==> config.mk <==
export PLATFORM = sky130hd
export DESIGN_NAME = seg_port_display
export DESIGN_NICKNAME = d
export VERILOG_FILES = /design/src/rtl/seg_port_display.sv
export SDC_FILE = /design/constraint.sdc
export NUM_CORES = 1
export LEC_CHECK = 0
export CAP_MARGIN = 20
export CORE_MARGIN = 3
export CORE_UTILIZATION = 54
export CTS_CLUSTER_SIZE = 25
export DETAILED_ROUTE_END_ITERATION = 16
export GPL_TIMING_DRIVEN = 0
export PLACE_DENSITY = 0.89
export SYNTH_ARGS = -nofsm -noshare
export SYNTH_HDL_FRONTEND = slang
export SYNTH_SLANG_ARGS = --single-unit
export TNS_END_PERCENT = 20
==> constraint.sdc <==
create_clock -name clock -period 2.4 [get_ports clock]
set_clock_uncertainty 0.1 [all_clocks]
set_input_delay 0.72 -clock clock [delete_from_list [all_inputs] [get_ports clock]]
set_output_delay 0.72 -clock clock [all_outputs]
set_load 0.03 [all_outputs]
==> src/rtl/seg_port_display.sv <==
// seg_port_display: periodically snapshots three 32-bit output ports, converts each
// to two decimal digits with a sequential double-dabble engine and drives six
// static active-low 7-segment digits, updated atomically at the end of each pass.
module seg_port_display #(
   parameter int unsigned REFRESH_DIV = 50000,
   parameter bit          BLANK_LZ    = 1'b1
) (
   input  logic        clock,
   input  logic        resetn,
   input  logic [31:0] out_port0,
   input  logic [31:0] out_port1,
   input  logic [31:0] out_port2,
   input  logic        refresh_now,
   output logic [6:0]  hex0,
   output logic [6:0]  hex1,
   output logic [6:0]  hex2,
   output logic [6:0]  hex3,
   output logic [6:0]  hex4,
   output logic [6:0]  hex5,
   output logic        busy,
   output logic        upd_done
);

   localparam int unsigned CntW = (REFRESH_DIV > 1) ? $clog2(REFRESH_DIV) : 1;

   localparam logic [6:0] SegBlank = 7'b1111111;
   localparam logic [6:0] SegDash  = 7'b0111111;

   typedef enum logic [2:0] {StIdle, StLoad, StShift, StStore, StCommit} state_e;

   state_e          state_q, state_d;
   logic [CntW-1:0] cnt_q;
   logic            pending_q, pending_d;
   logic [31:0]     shadow_q [3];
   logic [31:0]     shadow_d [3];
   logic [1:0]      k_q, k_d;
   logic [6:0]      shift_q, shift_d;
   logic [7:0]      bcd_q, bcd_d;
   logic [2:0]      sh_cnt_q, sh_cnt_d;
   logic            ovf_q, ovf_d;
   logic [6:0]      stage_q [6];
   logic [6:0]      stage_d [6];
   logic [6:0]      hex_q [6];
   logic [6:0]      hex_d [6];

   logic            auto_tick;
   logic            tick;
   logic [7:0]      bcd_adj;
   logic [6:0]      tens_seg;
   logic [6:0]      ones_seg;

   // Active-low {g,f,e,d,c,b,a} pattern for one decimal digit.
   function automatic logic [6:0] seg7(input logic [3:0] d);
      logic [6:0] s;
      case (d)
         4'd0:    s = 7'b1000000;
         4'd1:    s = 7'b1111001;
         4'd2:    s = 7'b0100100;
         4'd3:    s = 7'b0110000;
         4'd4:    s = 7'b0011001;
         4'd5:    s = 7'b0010010;
         4'd6:    s = 7'b0000010;
         4'd7:    s = 7'b1111000;
         4'd8:    s = 7'b0000000;
         4'd9:    s = 7'b0010000;
         default: s = SegBlank;
      endcase
      return s;
   endfunction

   assign auto_tick = (cnt_q == CntW'(REFRESH_DIV - 1));
   assign tick      = auto_tick | refresh_now;

   assign busy     = (state_q != StIdle);
   assign upd_done = (state_q == StCommit);

   assign hex0 = hex_q[0];
   assign hex1 = hex_q[1];
   assign hex2 = hex_q[2];
   assign hex3 = hex_q[3];
   assign hex4 = hex_q[4];
   assign hex5 = hex_q[5];

   // Free-running refresh divider; keeps counting while a pass is in progress.
   always_ff @(posedge clock or negedge resetn) begin
      if (!resetn) begin
         cnt_q <= '0;
      end else if (auto_tick) begin
         cnt_q <= '0;
      end else begin
         cnt_q <= cnt_q + CntW'(1);
      end
   end

   // Add-3 correction of both BCD nibbles ahead of each shift.
   always_comb begin
      bcd_adj = bcd_q;
      if (bcd_q[7:4] >= 4'd5) bcd_adj[7:4] = bcd_q[7:4] + 4'd3;
      if (bcd_q[3:0] >= 4'd5) bcd_adj[3:0] = bcd_q[3:0] + 4'd3;
   end

   // Segment patterns for the digit pair just converted; overflow forces dashes.
   always_comb begin
      tens_seg = seg7(bcd_q[7:4]);
      ones_seg = seg7(bcd_q[3:0]);
      if (ovf_q) begin
         tens_seg = SegDash;
         ones_seg = SegDash;
      end else if (BLANK_LZ && (bcd_q[7:4] == 4'd0)) begin
         tens_seg = SegBlank;
      end
   end

   // Conversion sequencer: next-state and datapath updates.
   always_comb begin
      state_d   = state_q;
      pending_d = pending_q;
      shadow_d  = shadow_q;
      k_d       = k_q;
      shift_d   = shift_q;
      bcd_d     = bcd_q;
      sh_cnt_d  = sh_cnt_q;
      ovf_d     = ovf_q;
      stage_d   = stage_q;
      hex_d     = hex_q;

      if (state_q != StIdle && tick) pending_d = 1'b1;

      case (state_q)
         StIdle: begin
            if (tick || pending_q) begin
               pending_d   = 1'b0;
               shadow_d[0] = out_port0;
               shadow_d[1] = out_port1;
               shadow_d[2] = out_port2;
               k_d         = 2'd0;
               state_d     = StLoad;
            end
         end
         StLoad: begin
            ovf_d    = (shadow_q[k_q] > 32'd99);
            shift_d  = shadow_q[k_q][6:0];
            bcd_d    = 8'd0;
            sh_cnt_d = 3'd0;
            state_d  = StShift;
         end
         StShift: begin
            bcd_d    = {bcd_adj[6:0], shift_q[6]};
            shift_d  = {shift_q[5:0], 1'b0};
            sh_cnt_d = sh_cnt_q + 3'd1;
            if (sh_cnt_q == 3'd6) state_d = StStore;
         end
         StStore: begin
            stage_d[{k_q, 1'b1}] = tens_seg;
            stage_d[{k_q, 1'b0}] = ones_seg;
            if (k_q < 2'd2) begin
               k_d     = k_q + 2'd1;
               state_d = StLoad;
            end else begin
               state_d = StCommit;
            end
         end
         StCommit: begin
            hex_d   = stage_q;
            state_d = StIdle;
         end
         default: state_d = StIdle;
      endcase
   end

   // Sequencer state; reset discards any partial pass and blanks the display.
   always_ff @(posedge clock or negedge resetn) begin
      if (!resetn) begin
         state_q   <= StIdle;
         pending_q <= 1'b0;
         shadow_q  <= '{default: '0};
         k_q       <= 2'd0;
         shift_q   <= 7'd0;
         bcd_q     <= 8'd0;
         sh_cnt_q  <= 3'd0;
         ovf_q     <= 1'b0;
         stage_q   <= '{default: SegBlank};
         hex_q     <= '{default: SegBlank};
      end else begin
         state_q   <= state_d;
         pending_q <= pending_d;
         shadow_q  <= shadow_d;
         k_q       <= k_d;
         shift_q   <= shift_d;
         bcd_q     <= bcd_d;
         sh_cnt_q  <= sh_cnt_d;
         ovf_q     <= ovf_d;
         stage_q   <= stage_d;
         hex_q     <= hex_d;
      end
   end

endmodule

* Word level (Yosys, flattened, before mapping)
Memories as Yosys holds them, arrays and structs flattened.
Index checks and enable logic that the tools add are counted.
** Cells by class
- Add/subtract/negate cells :: 5
- $mul :: 0
- Div/mod/pow operators :: 0
- Order comparisons :: 9
- Equal/unequal tests :: 9
- Shift-type cells :: 0
- Mux-type cells :: 28
- Bitwise logic cells :: 4
- Reductions and logical operators :: 12
** Operator list (number)
- $bwmux W42 :: 2
- $bmux W32 S2 :: 1
- $mux W32 :: 2
- $demux W7 S3 :: 2
- $mux W7 :: 5
- $gt A32 B7 Y1 const B :: 1
- $add A16 B1 Y16 const B :: 1
- $eq A16 B16 Y1 const B :: 1
- $mux W16 :: 1
- $pmux W8 S2 :: 1
- $pmux W7 S2 :: 1
- $mux W3 :: 4
- $pmux W3 S4 :: 1
- $ge A4 B3 Y1 const B :: 2
- $ge A4 B4 Y1 const B :: 2
- $lt A4 B1 Y1 const B :: 2
- $not A3 Y4 :: 2
- $eq A3 B2 Y1 const B :: 2
- $eq A3 B3 Y1 const B :: 2
- $ne A2 B2 Y1 const B :: 3
- $pmux W3 S2 :: 1
- $add A4 B2 Y4 const B :: 1
- $logic_not A4 Y1 :: 1
- $mux W2 :: 2
- 18 further kinds :: 24
** Word-level totals
- Register bits :: 221
- Latch bits :: 0
- Memory bits (writable) :: 0
- Memory bits (read-only) :: 224
- Input port bits :: 99
- Output and inout port bits :: 44
- Logic and storage cells :: 92
- Memories :: 2
** Memory list
- (name not given) :: words 16, width 7, read ports 1, clocked after Yosys merged registers in 0, write ports 0, line 55 : case (d)
- (name not given) :: words 16, width 7, read ports 1, clocked after Yosys merged registers in 0, write ports 0, line 55

* Logic depth before layout (Yosys ltp)
- Word-level depth :: 7
- Gate-level depth with buffers :: 8
- Mapped depth without buffers :: 7

* Worst setup path after synthesis
OpenSTA, ideal clock, no wires.
- Path kind :: register to register
- From :: register cnt_q[0]
- To :: register shadow_q[76] (netlist bit)
- Library setup time :: 0.127 ns
- Arrival time :: 1.841 ns
- Data required time :: 2.173 ns
- Setup slack :: 0.332 ns
- Cell stages (with the launch flop) :: 8
- Buffers on the path :: 2
- Clock period less this slack :: 2.068 ns
- Cells stage by stage :: dfrtp_1 -> ha_1 -> nand3_1 -> nand4b_1 -> a21oi_4 -> buf_6 -> buf_6 -> mux2_1
** Between the ends
- Cells in the longest elaborated chain, start to end :: 4
** RTL lines
- start: declaration :: line 32 : logic [CntW-1:0] cnt_q;
- start signal: assignment :: line 91 : cnt_q <= cnt_q + CntW'(1);
- $eq A16 B16 Y1 :: line 71 : assign auto_tick = (cnt_q == CntW'(REFRESH_DIV - 1));
- $or A1 B1 Y1 :: line 72 : assign tick = auto_tick | refresh_now;
- $logic_or A1 B1 Y1 :: line 131 : if (tick || pending_q) begin
- $reduce_and A2 Y1 (no line)
- end signal: assignment :: line 187 : shadow_q <= shadow_d;
- end: declaration :: line 34 : logic [31:0] shadow_q [3];
Every way passes these cells.
A chain may end at the register's enable or synchronous reset.

* Worst setup path after layout
- From :: register state_q[0]
- To :: output upd_done
** Between the ends
- Cells in the longest elaborated chain, start to end :: 1
** RTL lines
- start: declaration :: line 31 : state_e state_q, state_d;
- start signal: assignment :: line 174 : state_q <= StIdle;
- start signal: assignment :: line 185 : state_q <= state_d;
- $eq A3 B3 Y1 :: line 75 : assign upd_done = (state_q == StCommit);
- end: declaration :: line 21 : output logic upd_done
Every way passes these cells.

==> results.toml <==
[sta]
rsz0062_at_grt = "yes"
post-route-period-util = 0.996
relSlewSlack = 0.465
hold_viol = 0
tightest_slew_ns = 0.802
whs_ns = 0.198
fin_ws_ns = 0.00925
timing.fmax_mhz = 418
min_period_ns = 2.39
fin_tns_setup_ns = 0
final_max_slew_viol_count = 0
setup-violations-final = 0

[final_layout]
final_cells = 1147
antennaDiodeCount = 0
area_delta_synth_final_pct = 26.0
layout-drive-gt1-share = 0.296
fin_nets = 1026

[synthesis]
yosysSeqAreaShare = 0.598
async_flop_share = 1.00
syn_inst = 741
synth_seq_cells = 221
synth-main-ff-cell = "dfrtp_1"
syn_area_um2 = 9420
synth_edf_count = 0
yosysWarnings = 0
ys_types = 51
synth_fp_nets = 856
yosys.area.top_type_share = 0.364
synth_largest_area_cell = "dfrtp_1"
syn_area_per_cell_um2 = 12.7
synth.area.top_cells = "dfrtp_1 36%, dfstp_2 23%, mux2_2 14%"

[drt]
drtIter0Drc = 281
top_layer = "met4"
wl_met3_mm = 1.25
routed_via_density = 5.51
firstDrtPassIters = 4
postRouteAntennaNets = 0
wirelength_mm = 20.0
drc = 0
wl_per_cell_um = 17.4
vias = 6323
wl_met1_mm = 8.17
wl_met2_mm = 10.1

[worst_setup_path]
crit_slowest_cell = "dfrtp_2"
critPathKind = "flop to output port"
reg2reg_slack_ns = 0.15
cp_num_buf_inv = 2
crit_required_ns = 1.58
critPathMaxFanout = 10
ff2ff_path_depth = 7
startpoint_type = "flop"
cp_top_family = "flip-flops"
worstSetupEndpoint = "upd_done"
critical_path.startpoint = "state_q[0]"
cpMostUsedCell = "buf_6"
r2r_start = "cnt_q[0]"
cp.arrival_ns = 1.57
worstSetupEndpointType = "output port"
r2r-end = "shadow_q[32]"
cp.depth = 3
max_stage_delay_ns = 0.47
path_cells = "nor3b_4 -> buf_6 -> buf_6"

[placement]
pre_cts_ws_ns = -0.441
gp_congestion = 0.878
io_buffers = 142
hpwlAfterDp_mm = 14.4
placed_cells = 1104

[clock_network]
clk_path_buf_depth = 3
cts_tree = "built"
clk_pin_slew_ns = 0.06
htreeDepth = 1
cts_made_buffers = 22
holdBufCountCts = 0
clk_latency_ns = 0.50
cts.sinks = 221
clock-root-buffer = "clkbuf_16"

[grt]
grt_pass1_wl_mm = 33.3
antenna_found_initial = 0
grt_usage = 0.208
grt_overflow = 0
grt_pass1_vias = 6751
grt_max_degree = 114

[power]
irDropWorstVdd_mv = 0.591
p_per_area_nw_per_um2 = 656
power.leakage_nw = 4.88

[floorplan]
io_pins = 143
fp.dieH_um = 138
initial_core_util = 0.560
die_area_um2 = 19100
core_area_um2 = 16800
die_w_um = 138
rows = 47

[run]
drv_cap = 0

[run_status]
status = "complete, no violations"

[hold_path]
hp-class = "primary input to async pin"
-- registers in the layout (all words and copies together) (netlist names), 8 cells and up --
register,count
shadow_q,96
stage_q,42
cnt_q,16
bcd_q,8
-- Yosys cell counts (4+ instances only) --
| library cell | number |
|---|---|
| a21oi_1 | 16 |
| a22o_1 | 4 |
| a22oi_1 | 7 |
| buf_2 | 6 |
| buf_4 | 7 |
| clkbuf_1 | 18 |
| dfrtp_1 | 137 |
| dfstp_2 | 84 |
| ha_1 | 16 |
| inv_1 | 11 |
| mux2_1 | 19 |
| mux2_2 | 120 |
| mux2i_1 | 11 |
| nand2_1 | 75 |
| nand2b_1 | 4 |
| nand3_1 | 11 |
| nand4_1 | 5 |
| nor2_1 | 33 |
| nor2b_1 | 6 |
| nor3_1 | 7 |
| nor4_1 | 17 |
| o21ai_0 | 66 |
| o22ai_1 | 4 |
| xnor2_1 | 11 |
| xor2_1 | 6 |
-- layer usage --
| metal | global-route usage | vias up |
|---|---|---|
| li1 | - | 2965 |
| met1 | 0.263 | 3155 |
| met2 | 0.364 | 166 |
| met3 | 0.0518 | 37 |
| met4 | 0.0458 | 0 |
| met5 | 0 | - |
-- logic make-up after synthesis --
group | after synthesis | synth area share
and+or+nand+nor | 177 | 0.0922
muxes | 150 | 0.178
adders and majority gates | 16 | 0.0212
DFF | 221 | 0.598
xor gates and xnor gates | 17 | 0.0158
AOI/OAI and AO/OA | 115 | 0.0710
buffers and inverters | 45 | 0.0239
-- report_power, final --
part,leakage (nW),total (W),internal [W],switching [W]
clock network,0.355,0.00337,0.00199,0.00137
logic,2.01,0.000497,0.000290,0.000206
registers,2.51,0.00393,0.00386,0.0000701
-- area by class of cell --
class                   instances  area, um^2
flip-flops and latches        221        5640
fillers                      1125        4940
multi-input cells             475        3580
repair buffers                146        1420
clock buffers                  34         657
well taps                     220         275
plain buffers                  34         200
clock inverters                 6        56.3
inverters                      11        41.3
-- repair_timing --
action / in CTS / in global routing
pin swaps: 1 / 1
endpoints found under the setup margin: 63 / 56
setup buffers: 1 / 2
gates resized for setup: 64 / 10
-- worst min-delay path by stage --
stage / end / cells after the start
6_report: bcd_q[2] / 1
5_1_grt: shadow_q[23] / 1
4_1_cts: bcd_q[2] / 1
3_5_place_dp: stage_q[30] / 2
3_3_place_gp: shift_q[5] / 2
2_1_floorplan: bcd_q[0] / 0
-- metrics by stage --
step / area (um^2) / power [W] / util
after detailed placement: 11200 / 0.00449 / 0.663
final: 11900 / 0.00779 / 0.706
after global routing: 11900 / 0.00807 / 0.706
after floorplan: 9420 / 0.00418 / -
after CTS: 11900 / 0.00786 / 0.705
after global placement: 11100 / 0.00446 / 0.661
-- cell usage in the layout, fill, tap and decap left out, types with 4 or more instances in the layout --
| master | n |
|---|---|
| a21oi_1 | 16 |
| a22o_1 | 4 |
| a22oi_1 | 7 |
| buf_2 | 6 |
| buf_4 | 10 |
| buf_6 | 4 |
| clkbuf_1 | 20 |
| clkbuf_16 | 23 |
| clkbuf_2 | 5 |
| clkbuf_8 | 4 |
| clkdlybuf4s50_1 | 97 |
| clkinv_2 | 4 |
| dfrtp_1 | 134 |
| dfstp_2 | 84 |
| dlygate4sd2_1 | 42 |
| ha_1 | 16 |
| inv_1 | 11 |
| mux2_1 | 19 |
| mux2_2 | 120 |
| mux2i_1 | 11 |
| nand2_1 | 75 |
| nand2b_1 | 4 |
| nand3_1 | 10 |
| nand4_1 | 5 |
| nor2_1 | 33 |
| nor2b_1 | 6 |
| nor3_1 | 6 |
| nor4_1 | 17 |
| o21ai_0 | 66 |
| o22ai_1 | 4 |
| xnor2_1 | 11 |
| xor2_1 | 6 |
-- worst reg2reg max path: stages (launching register included) --
cell	delay (ns)
dfrtp_1	0.40
ha_1	0.24
nand3_2	0.14
nand4b_1	0.29
a21oi_4	0.25
buf_4	0.17
buf_4	0.20
mux2_2	0.35
Note: power is estimated with default switching activity, not from simulation.
